File: src/rtl/sumnb_pkg.sv
// Shared types and defaults for the chunked multi-cycle add/subtract unit.
// Holds the FSM encoding and the 1-bit full-adder cell the chunk adder is built from.
package sumnb_pkg;

    localparam int DEF_WIDTH = 16;
    localparam int DEF_CHUNK = 4;

    typedef enum logic [1:0] {
        IDLE = 2'd0,
        CALC = 2'd1,
        DONE = 2'd2
    } state_t;

    // Returns {carry_out, sum}.
    function automatic logic [1:0] full_add(input logic a, input logic b, input logic ci);
        logic s;
        logic co;
        s  = a ^ b ^ ci;
        co = (a & b) | (ci & (a ^ b));
        return {co, s};
    endfunction

endpackage

File: src/rtl/sumnb_seq_sum_chunk.sv
// Combinational CHUNK-bit ripple adder; also exposes the carry into its MSB
// so the parent can form signed overflow on the final chunk.
module sum_chunk
    import sumnb_pkg::*;
#(
    parameter int CHUNK = DEF_CHUNK
) (
    input  logic [CHUNK-1:0] a,
    input  logic [CHUNK-1:0] b,
    input  logic             ci,
    output logic [CHUNK-1:0] s,
    output logic             co,
    output logic             c_msb
);

    logic c;

    always_comb begin
        s     = '0;
        c     = ci;
        c_msb = ci;
        for (int i = 0; i < CHUNK; i++) begin
            c_msb     = c;
            {c, s[i]} = full_add(a[i], b[i], c);
        end
        co = c;
    end

endmodule

File: src/rtl/sumnb_seq.sv
// Multi-cycle add/subtract: CHUNK bits per clock, carry held in a flop between chunks.
// Result valid NCHUNK cycles after accept; held stable in DONE until out_ready.
module sumnb_seq
    import sumnb_pkg::*;
#(
    parameter int WIDTH = DEF_WIDTH,
    parameter int CHUNK = DEF_CHUNK
) (
    input  logic             clk,
    input  logic             rst,
    input  logic [WIDTH-1:0] A,
    input  logic [WIDTH-1:0] B,
    input  logic             Ci,
    input  logic             sub,
    input  logic             in_valid,
    output logic             in_ready,
    output logic [WIDTH-1:0] So,
    output logic             Co,
    output logic             ovf,
    output logic             zero,
    output logic             out_valid,
    input  logic             out_ready
);

    localparam int NCHUNK = WIDTH / CHUNK;
    localparam int IDX_W  = (NCHUNK > 1) ? $clog2(NCHUNK) : 1;
    localparam logic [IDX_W-1:0] LAST_IDX = IDX_W'(NCHUNK - 1);

    if (CHUNK < 1 || CHUNK > WIDTH || (WIDTH % CHUNK) != 0) begin : g_param_check
        $error("sumnb_seq: WIDTH must be a positive multiple of CHUNK");
    end

    state_t           state_q, state_d;
    logic [WIDTH-1:0] a_q, a_d;
    logic [WIDTH-1:0] b_q, b_d;
    logic [WIDTH-1:0] so_q, so_d;
    logic [IDX_W-1:0] idx_q, idx_d;
    logic             carry_q, carry_d;
    logic             co_q, co_d;
    logic             ovf_q, ovf_d;
    logic             zero_q, zero_d;

    logic [CHUNK-1:0] chunk_a;
    logic [CHUNK-1:0] chunk_b;
    logic [CHUNK-1:0] chunk_s;
    logic             chunk_co;
    logic             chunk_c_msb;

    assign chunk_a = a_q[idx_q*CHUNK +: CHUNK];
    assign chunk_b = b_q[idx_q*CHUNK +: CHUNK];

    sum_chunk #(
        .CHUNK (CHUNK)
    ) u_chunk (
        .a     (chunk_a),
        .b     (chunk_b),
        .ci    (carry_q),
        .s     (chunk_s),
        .co    (chunk_co),
        .c_msb (chunk_c_msb)
    );

    always_comb begin
        state_d = state_q;
        a_d     = a_q;
        b_d     = b_q;
        so_d    = so_q;
        idx_d   = idx_q;
        carry_d = carry_q;
        co_d    = co_q;
        ovf_d   = ovf_q;
        zero_d  = zero_q;

        case (state_q)
            IDLE: begin
                if (in_valid) begin
                    // Subtraction folds into an add: A + ~B + ~Ci.
                    a_d     = A;
                    b_d     = sub ? ~B : B;
                    carry_d = Ci ^ sub;
                    idx_d   = '0;
                    state_d = CALC;
                end
            end
            CALC: begin
                so_d[idx_q*CHUNK +: CHUNK] = chunk_s;
                carry_d = chunk_co;
                idx_d   = idx_q + 1'b1;
                if (idx_q == LAST_IDX) begin
                    co_d    = chunk_co;
                    ovf_d   = chunk_c_msb ^ chunk_co;
                    zero_d  = (so_d == '0);
                    idx_d   = '0;
                    state_d = DONE;
                end
            end
            DONE: begin
                if (out_ready) begin
                    state_d = IDLE;
                end
            end
            default: begin
                state_d = IDLE;
            end
        endcase
    end

    always_ff @(posedge clk) begin
        if (rst) begin
            state_q <= IDLE;
            a_q     <= '0;
            b_q     <= '0;
            so_q    <= '0;
            idx_q   <= '0;
            carry_q <= 1'b0;
            co_q    <= 1'b0;
            ovf_q   <= 1'b0;
            zero_q  <= 1'b0;
        end else begin
            state_q <= state_d;
            a_q     <= a_d;
            b_q     <= b_d;
            so_q    <= so_d;
            idx_q   <= idx_d;
            carry_q <= carry_d;
            co_q    <= co_d;
            ovf_q   <= ovf_d;
            zero_q  <= zero_d;
        end
    end

    assign in_ready  = (state_q == IDLE);
    assign out_valid = (state_q == DONE);
    assign So        = so_q;
    assign Co        = co_q;
    assign ovf       = ovf_q;
    assign zero      = zero_q;

endmodule

File: config.mk
export PLATFORM = sky130hd
export DESIGN_NAME = sumnb_seq
export DESIGN_NICKNAME = d
export VERILOG_FILES = /design/src/rtl/sumnb_pkg.sv /design/src/rtl/sumnb_seq_sum_chunk.sv /design/src/rtl/sumnb_seq.sv
export SDC_FILE = /design/constraint.sdc
export NUM_CORES = 1
export LEC_CHECK = 0
export BUFFER_PORTS_ARGS = -buffer_cell sky130_fd_sc_hd__buf_2
export CAP_MARGIN = 10
export CORE_MARGIN = 8
export CORE_UTILIZATION = 54
export DETAILED_ROUTE_END_ITERATION = 8
export GPL_TIMING_DRIVEN = 0
export PLACE_DENSITY_LB_ADDON = 0.3
export SLEW_MARGIN = 0
export SYNTH_ARGS = -nofsm -noshare
export SYNTH_HDL_FRONTEND = slang
export SYNTH_SLANG_ARGS = --single-unit
File: constraint.sdc
create_clock -name clk -period 5.2 [get_ports clk]
set_input_delay 0.26 -clock clk [delete_from_list [all_inputs] [get_ports clk]]
set_output_delay 0.26 -clock clk [all_outputs]
set_load 0.05 [all_outputs]
==> metrics.md <==
| Metric | Value |
|---|---|
| Post-synth top area cell | `dfxtp_1` |
| Residual DRC | `0` |
| Critical path peak fanout | `10` |
| WL/cell | `14.6 um` |
| CP arrival | `roughly 4.5 ns` |
| Post-synthesis async set-or-reset flop share | `0` |
| Status | `complete, no violations` |
| Logic gate share of total power | `0.208` |
| Post-Syn Instances | `just under 300` |
| Largest net degree at the start of global routing | `19` |
| Layout cell share with drive strength beyond 1 | `0.222` |
| Synth cell types | `39` |
| Main area contributors after synthesis | `dfxtp_1 42%, xnor2_1 5.5%, nor2_1 5.3%` |
| Chip Width | `86.5 um` |
| CP endpoint kind | `flip-flop` |
| N_diodes | `0` |
| Height of the die | `just under 90 um` |
| Worst EP required | `approximately 5.4 ns` |
| Final hold violation count | `0` |
| Crit Path Class | `flip-flop to flip-flop` |
| RSZ-0062 raised after global routing | `no` |
| Vias in the first global route | `2373` |
| Final setup viols | `0` |
| Effective utilization at floorplan | `0.565` |
| Sequential share of the synthesized area | `0.418` |
| Clk root buf | `clkbuf_8` |
| Pint | `between 600 and 700 uW` |
| Post-CTS Hold Fix Bufs | `0` |
| Dpl hpwl | `4740 um` |
| Slew Limit Fails | `0` |
| Clock latency on the worst-skew pair | `approximately 0.32 ns` |
| Row count | `25` |
| Place WS | `0.993 ns` |
| CORE AREA | `~4800 um^2` |
| Post-CTS Setup Repair Bufs | `0` |
| PnR worst setup slack | `around 0.95 ns` |
| Nature of the critical path startpoint | `flip-flop` |
| Yosys top cell area share | `0.418` |
| Post-synth EDFFs | `0` |
| PortBufs | `57` |
| Clk_skew | `0.0122 ns` |
| First-pass GRT wire length | `about 11000 um` |
| Post-Synthesis Net Count | `344` |
| Cell area after layout | `3140 um^2` |
| CTS tree | `yes` |
| Yosys warns | `0` |
| Fill count | `between 400 and 500` |
| Top post-synthesis cells by count | `56 x dfxtp_1, 38 x nor2_1, 37 x nand2_1, 22 x a21oi_1, 18 x a211oi_1` |
| CTS Sinks | `between 50 and 60` |
| Total power | `896 uW` |
| Fmax | `235 MHz` |
| Tmin final | `4.25 ns` |
| Share of power burned in registers | `0.522` |
| Drt first pass iters | `4` |
| First DRT Iteration DRCs | `approximately 100` |
| FF+latch area | `roughly 1100 um^2` |
| Area of the multi-input gates | `roughly 1400 um^2` |
| Vias per cell | `between 5 and 6` |
| Primary FF master, synth | `dfxtp_1` |
| Initial antenna violation count | `0` |
| Synthesized area per cell | `9.07 um^2` |
| Flops & latches, synth | `56` |
| Via count | `approximately 2300` |
| Worst Tran Pin Value | `0.659 ns` |
| Clock share of power | `0.270` |
| Remaining global-route overflow | `0` |
| CTS buffer count | `5` |
| Pwr dens | `roughly 280 nW/um^2` |
| Leak pwr | `1.29 nW` |
| Clk pin slew, worst setup/hold paths | `around 0.1 ns` |
| Nets | `408` |
| Post-Syn Area | `around 2700 um^2` |
| Most frequent cell after synthesis | `dfxtp_1` |
| Fin Setup TNS | `0 ns` |
| VDD IR-drop max | `214 uV` |
| Hold Path Class | `primary input to flip-flop` |
| Placed cell area | `between 3000 and 4000 um^2` |
| # H-tree levels | `2` |
| Clock Path Buffers | `2` |
| DIE AREA | `7480 um^2` |
| Post-cts sizing count | `0` |
| Switching pwr | `~270 uW` |
| Tot GR Track Use | `0.179` |
| Max cap viols | `0` |
| Routability cong. | `0.894` |
| IO Pins | `slightly below 60` |
| WHS | `around 0.17 ns` |
| Relative slew slack | `0.561` |
| Sw frac | `0.299` |
| ANT nets after route | `0` |
| Period utilization | `0.818` |
| Area delta synth->final | `17.1%` |
| Routed WL | `about 6200 um` |
cell type report:
class                      count  area share
clock inverter                 3     0.00676
timing repair buffer          57      0.0907
sequential                    56       0.357
buffer                        18      0.0251
multi-input combinational    205       0.452
tap                           67      0.0267
inverter                      17      0.0203
clock buffer                   5      0.0219
layout by cell type (no fill, tap or decap), drive strengths merged:
| cell type | n |
|---|---|
| nand4b | 1 |
| or3 | 1 |
| a211oi | 18 |
| a2bb2oi | 7 |
| inv | 18 |
| and2 | 2 |
| o211a | 1 |
| nor3 | 4 |
| clkbuf | 15 |
| o22ai | 2 |
| a311oi | 1 |
| xor2 | 1 |
| o31ai | 1 |
| a211o | 1 |
| nor2b | 1 |
| nand2b | 5 |
| fa | 4 |
| nor4bb | 1 |
| and2b | 1 |
| nand3b | 4 |
| mux4 | 8 |
| dfxtp | 56 |
| nand3 | 6 |
| nor2 | 38 |
| mux2i | 1 |
| clkinv | 1 |
| nand2 | 37 |
| mux2 | 2 |
| a21oi | 22 |
| nor4 | 3 |
| xnor2 | 17 |
| clkinvlp | 1 |
| ha | 6 |
| buf | 65 |
| or4 | 1 |
| a22oi | 8 |
kinds of logic after synthesis:
logic type,share of synthesized area
AO/OA/AOI/OAI,0.154
XOR/XNOR,0.0587
adder cells (fa/ha/maj),0.0578
buffers and inverters,0.0531
flip-flops,0.418
multiplexers,0.0820
AND/OR/NAND/NOR,0.177
worst max-delay path, stage by stage (launching register included):
cell and delay [ns]:
dfxtp_1 0.39, clkbuf_1 0.53, mux4_2 0.34, inv_1 0.06, fa_1 0.39, inv_1 0.08
fa_1 0.15, inv_1 0.05, fa_1 0.44, fa_1 0.65, nand4b_1 0.17, a211o_1 0.28
or4_1 0.40, o31ai_1 0.24
per-stage QoR:
step	util	cells
final	0.661	428
after global routing	0.661	428
after CTS	0.661	428
after detailed placement	0.642	420
after global placement	0.642	420
after floorplan	-	296
power groups by stage:
stage	Sequential [mW]	Combinational, mW	Clock (mW)
global route	0.471	0.206	0.271
floorplan	0.482	0.127	0
global placement	0.476	0.183	0
finish	0.467	0.186	0.242
CTS	0.467	0.186	0.246
detailed placement	0.477	0.185	0
metal layers:
metal  vias up  wire, um  track usage
met2        63      2960        0.288
li1       1153         -            -
met1      1072      2780        0.217
met3        10       403       0.0643
met4         0        97       0.0595
met5         -         0            0
state kept, by name, indices dropped and copies added, names as in the netlist:
signal   count
a_q         16
state_q      2
b_q         16
idx_q        2
ovf          1
So          16
Co           1
zero         1
carry_q      1
path summary, 6_finish.rpt:
check	to	cells after the start	slack (ns)	from
worst max-delay path	zero	13	0.95	idx_q[1]
worst min-delay path	a_q[4]	3	0.17	A[4]
worst max register to register	zero	13	0.95	idx_q[1]
worst min register to register	a_q[14]	2	0.46	a_q[14]
No activity file was read; power rests on OpenSTA's default activity.
